===== config.mk =====
export PLATFORM = sky130hd
export DESIGN_NAME = nibble_adder_seq
export DESIGN_NICKNAME = d
export VERILOG_FILES = /design/src/rtl/nibble_adder_seq_pkg.sv /design/src/rtl/nibble_adder_seq_adder4.sv /design/src/rtl/nibble_adder_seq.sv
export SDC_FILE = /design/constraint.sdc
export NUM_CORES = 1
export LEC_CHECK = 0
export ABC_AREA = 1
export CORE_ASPECT_RATIO = 1.5
export CORE_UTILIZATION = 47
export DETAILED_ROUTE_END_ITERATION = 10
export GPL_TIMING_DRIVEN = 1
export HOLD_SLACK_MARGIN = 0.08
export PLACE_DENSITY = 0.75
export SETUP_SLACK_MARGIN = 0.02
export SLEW_MARGIN = 20
export SYNTH_ARGS = -nofsm -noshare
export SYNTH_HDL_FRONTEND = slang
export SYNTH_SLANG_ARGS = --single-unit
export TNS_END_PERCENT = 20

===== constraint.sdc =====
create_clock -name clk -period 2.9 [get_ports clk]
set_clock_uncertainty 0.1 [all_clocks]
set_input_delay 0.29 -clock clk [delete_from_list [all_inputs] [get_ports clk]]
set_output_delay 0.29 -clock clk [all_outputs]
set_load 0.05 [all_outputs]

===== src/rtl/nibble_adder_seq_pkg.sv =====
// Shared definitions for the nibble-serial adder: FSM state encoding and nibble width.
package nibble_adder_seq_pkg;

   localparam int NIBBLE_W = 4;

   typedef enum logic [1:0] {
      IDLE = 2'd0,
      RUN  = 2'd1,
      DONE = 2'd2
   } state_t;

endpackage


===== src/rtl/nibble_adder_seq_adder4.sv =====
// Single 4-bit ripple adder, time-shared by nibble_adder_seq across all nibbles.
module Adder4
   import nibble_adder_seq_pkg::*;
(
   input  logic [NIBBLE_W-1:0] A,
   input  logic [NIBBLE_W-1:0] B,
   input  logic                Cin,
   output logic [NIBBLE_W-1:0] Z,
   output logic                Cout
);

   // 5-bit sum: the top bit is the carry into the next nibble
   always_comb begin
      {Cout, Z} = (NIBBLE_W+1)'(A) + (NIBBLE_W+1)'(B) + (NIBBLE_W+1)'(Cin);
   end

endmodule


===== src/rtl/nibble_adder_seq.sv =====
// Nibble-serial adder: one 4-bit adder processes one nibble per cycle,
// finishing a W-bit addition in NIBBLES cycles followed by a one-cycle DONE.
module nibble_adder_seq
   import nibble_adder_seq_pkg::*;
#(
   parameter int NIBBLES = 4
) (
   input  logic                    clk,
   input  logic                    reset,
   input  logic                    start,
   input  logic [4*NIBBLES-1:0]    a,
   input  logic [4*NIBBLES-1:0]    b,
   input  logic                    cin,
   output logic                    busy,
   output logic                    done,
   output logic [4*NIBBLES-1:0]    sum,
   output logic                    cout,
   output logic                    ovf
);

   localparam int W  = NIBBLE_W * NIBBLES;
   localparam int IW = (NIBBLES > 1) ? $clog2(NIBBLES) : 1;

   state_t          state_q, state_d;
   logic [IW-1:0]   idx_q, idx_d;
   logic            carry_q, carry_d;
   logic [W-1:0]    a_q, a_d;
   logic [W-1:0]    b_q, b_d;
   logic [W-1:0]    ws_q, ws_d;
   logic [W-1:0]    sum_q, sum_d;
   logic            cout_q, cout_d;
   logic            ovf_q, ovf_d;

   logic [NIBBLE_W-1:0] nib_a, nib_b, nib_z;
   logic                nib_co;
   logic                last_nib;

   Adder4 u_adder4 (
      .A    (nib_a),
      .B    (nib_b),
      .Cin  (carry_q),
      .Z    (nib_z),
      .Cout (nib_co)
   );

   // Index-based selection of the current operand nibbles
   always_comb begin
      nib_a = '0;
      nib_b = '0;
      for (int unsigned i = 0; i < NIBBLES; i++) begin
         if (idx_q == IW'(i)) begin
            nib_a = a_q[i*NIBBLE_W +: NIBBLE_W];
            nib_b = b_q[i*NIBBLE_W +: NIBBLE_W];
         end
      end
   end

   // Next-state, datapath updates and outputs
   always_comb begin
      state_d  = state_q;
      idx_d    = idx_q;
      carry_d  = carry_q;
      a_d      = a_q;
      b_d      = b_q;
      ws_d     = ws_q;
      sum_d    = sum_q;
      cout_d   = cout_q;
      ovf_d    = ovf_q;
      last_nib = (idx_q == IW'(NIBBLES-1));
      busy     = 1'b0;
      done     = 1'b0;

      unique case (state_q)
         IDLE, DONE: begin
            done = (state_q == DONE);
            if (start) begin
               a_d     = a;
               b_d     = b;
               carry_d = cin;
               idx_d   = '0;
               state_d = RUN;
            end else begin
               state_d = IDLE;
            end
         end
         RUN: begin
            busy = 1'b1;
            for (int unsigned i = 0; i < NIBBLES; i++) begin
               if (idx_q == IW'(i)) begin
                  ws_d[i*NIBBLE_W +: NIBBLE_W] = nib_z;
               end
            end
            carry_d = nib_co;
            idx_d   = idx_q + 1'b1;
            if (last_nib) begin
               // ws_d already holds the final nibble, so its MSB is the result sign
               sum_d   = ws_d;
               cout_d  = nib_co;
               ovf_d   = (a_q[W-1] == b_q[W-1]) && (ws_d[W-1] != a_q[W-1]);
               idx_d   = '0;
               state_d = DONE;
            end
         end
         default: state_d = IDLE;
      endcase
   end

   // State and datapath registers with asynchronous reset
   always_ff @(posedge clk or posedge reset) begin
      if (reset) begin
         state_q <= IDLE;
         idx_q   <= '0;
         carry_q <= 1'b0;
         a_q     <= '0;
         b_q     <= '0;
         ws_q    <= '0;
         sum_q   <= '0;
         cout_q  <= 1'b0;
         ovf_q   <= 1'b0;
      end else begin
         state_q <= state_d;
         idx_q   <= idx_d;
         carry_q <= carry_d;
         a_q     <= a_d;
         b_q     <= b_d;
         ws_q    <= ws_d;
         sum_q   <= sum_d;
         cout_q  <= cout_d;
         ovf_q   <= ovf_d;
      end
   end

   assign sum  = sum_q;
   assign cout = cout_q;
   assign ovf  = ovf_q;

endmodule

==> impl_metrics.toml <==
[timing]
finalCritPeriodShare_pct = 92.37
max_slew_margin_pct = 60.89
max_freq_mhz = 373.3
tightest_slew_ns = 0.5858
finalHoldViolCount = 0
maxSlewViolCount = 0
period_needed_ns = 2.679
setup-tns-final_ns = 0
worst_slack_ns = 0.2214
setup_viol = 0

[cts]
holdBufCountCts = 0
clkSlewWorstSetupHoldPaths_ns = 0.07
cts_buffers = 9
cts-root-buf = "clkbuf_8"
insertion_delay_ns = 0.36
cts_tree = "yes"
htreeDepth = 3
cts.sinks = 68
clock_path_buffers = 2

[critical_path]
crit_top_cell = "nand2_1"
max_stage_delay_ns = 0.42
worstPathCellList = "inv_2, ha_4, buf_4, a21oi_1, nand2_1, o21ai_0, nand2_1, o21ai_1, fa_2, fa_2, inv_1, nand2_1, nand2_1, inv_1, nand2_1, o21ai_0, o21ai_1"
crit_type = "flop to flop"
r2r_cells = 17
path_max_fanout = 5
cp.required_ns = 3.08
critPathLaunchType = "flop"
critPathCaptureType = "flop"
critPathSlowestCell = "fa_2"
cp.arrival_ns = 2.85

[synth]
synth-edff-count = 0
ys_top_cells_by_count = "nand2_1 (84), dfrtp_1 (68), o21ai_0 (37)"
synth_fp_nets = 387
yosysTopAreaCellShare_pct = 52.80
synth-seq-cells = 68
synth_area_leaders = "dfrtp_1 (53%), nand2_1 (9.8%), mux2_2 (8.7%)"
ys_seq_area_share_pct = 52.80
synth_ff_type = "dfrtp_1"
synth-async-reset-ratio_pct = 100.0
synth_warnings = 0
synth.distinct_cells = 28
synthesis.area_sq_um = 3223
yosys.area.top_type = "dfrtp_1"
synth.most_common_cell = "nand2_1"
synthCells = 342
synth_area_per_cell_sq_um = 9.424

[placement]
place_congestion = 0.8652
io_buffer_count = 55
placed_cell_area_sq_um = 3862
pre_cts_slack_ns = -0.1135
dp_hpwl_microns = 5011

[finish]
final_area_sq_um = 4144
area_growth_pct = 28.57
fin_util_pct = 63.01
diodes = 0
fin_nets = 451
drive_gt1_share_pct = 17.80

[run_status]
outcome = "completed"

[global_route]
grt_pass1_wl_microns = 11740
grt_pass1_vias = 2598
grt.overflow.total = 0
grt_max_degree = 42
antenna_found_initial = 0
grtUsageTotal_pct = 21.37

[die]
io_pins = 56
core_area_sq_um = 6576
initial_core_util_pct = 49.01
die_area_sq_um = 7200
rows = 36
fp.dieH_microns = 103.4
fp.dieW_microns = 69.62

[detailed_routing]
met2_length_microns = 3452
dr_total_vias = 2558
antenna_left = 0
top_layer = "met4"
wl_met1_microns = 2855
drt_wl_total_microns = 6845
drt-pass1-iter-count = 4
drt-initial-drc-count = 196
post_drt_wl_per_cell_microns = 14.08
met3_length_microns = 245
vias_per_cell = 5.263
post-route-drc-count = 0

[flow_run]
cap_viol_max_count = 0

[worst_hold_path]
hp-class = "input port to async pin"
placed cells by master (no fill, tap or decap):
cell type        count
nand2_1             84
dfrtp_1             68
clkdlybuf4s50_1     55
o21ai_0             28
inv_1               27
mux2_2              25
a21oi_1             22
nand3_1             16
nor2_1              14
buf_4               14
clkbuf_8            12
o21ai_1              9
inv_2                5
o211ai_1             4
ha_1                 4
ha_4                 3
nand3_2              2
a21oi_2              2
a22oi_1              2
fa_2                 2
clkbuf_1             2
inv_4                1
nand2_2              1
nor2_8               1
clkinv_1             1
o21bai_1             1
o31ai_2              1
o21ai_2              1
or2_2                1
bufinv_16            1
buf_12               1
logic make-up (layout without fill, tap and decap cells):
group / after synthesis / after routing / synth area share, %
mux: 25 / 25 / 8.734
flops: 68 / 68 / 52.79
compound gates: 70 / 70 / 11.72
buf+inv: 51 / 119 / 7.414
simple gates: 119 / 119 / 15.37
fa+ha+maj: 9 / 9 / 3.960
per-stage QoR:
| stage | hold WS (ns) | instances |
|---|---|---|
| 6_report | 0.2109 | 486 |
| 4_1_cts | 0.2153 | 483 |
| 3_5_place_dp | 0.3601 | 468 |
| 5_1_grt | 0.2795 | 486 |
| 2_1_floorplan | 0.3404 | 342 |
| 3_3_place_gp | 0.3550 | 468 |
metal layers:
layer	up-vias	track usage [%]
met2	65	35.25
met5	-	0
li1	1240	-
met1	1229	25.02
met4	0	14.77
met3	24	4.942
layout make-up:
type                       count  area [sq um]
sequential                    68          1702
multi-input combinational    223          1339
tap                           76         95.09
inverter                      34         130.1
fill                         542          2432
timing repair buffer          70         675.6
clock buffer                  14         172.7
clock inverter                 1         30.03
registers in the layout, indices dropped and copies added (netlist names):
| signal | cells |
|---|---|
| idx_q | 2 |
| sum | 16 |
| state_q | 2 |
| cout | 1 |
| ovf | 1 |
| b_q | 16 |
| a_q | 16 |
| carry_q | 1 |
| ws_q | 13 |
path summary, 6_finish.rpt:
path / from / end / slack (ns)
worst max register to register: idx_q[1] / ws_q[2] / 0.22
worst min register to register: sum[1] / sum[1] / 0.37
max in group asynchronous: reset / b_q[14] / 1.87
worst max-delay path: idx_q[1] / ws_q[2] / 0.22
worst min-delay path: reset / a_q[2] / 0.21
min in group clk: sum[1] / sum[1] / 0.37
what timing repair did:
item | CTS | global route
cloned | 0 | 0
endpoints found under the hold margin | 0 | 0
resized for setup | 3 | 20
setup buffers | 0 | 3
endpoints found under the setup margin | 12 | 24
pin swaps | 0 | 5
critical path, delay by kind of cell (launching register included):
family / cells / cell delay, ns
flops: 1 / 0.41
simple gates: 5 / 0.29
compound gates: 5 / 0.49
fa+ha+maj: 3 / 0.94
buf+inv: 4 / 0.40
Power is left out: the tool's default activity adds up to more than one toggle a clock period on the data nets, which glitch-free logic cannot reach.
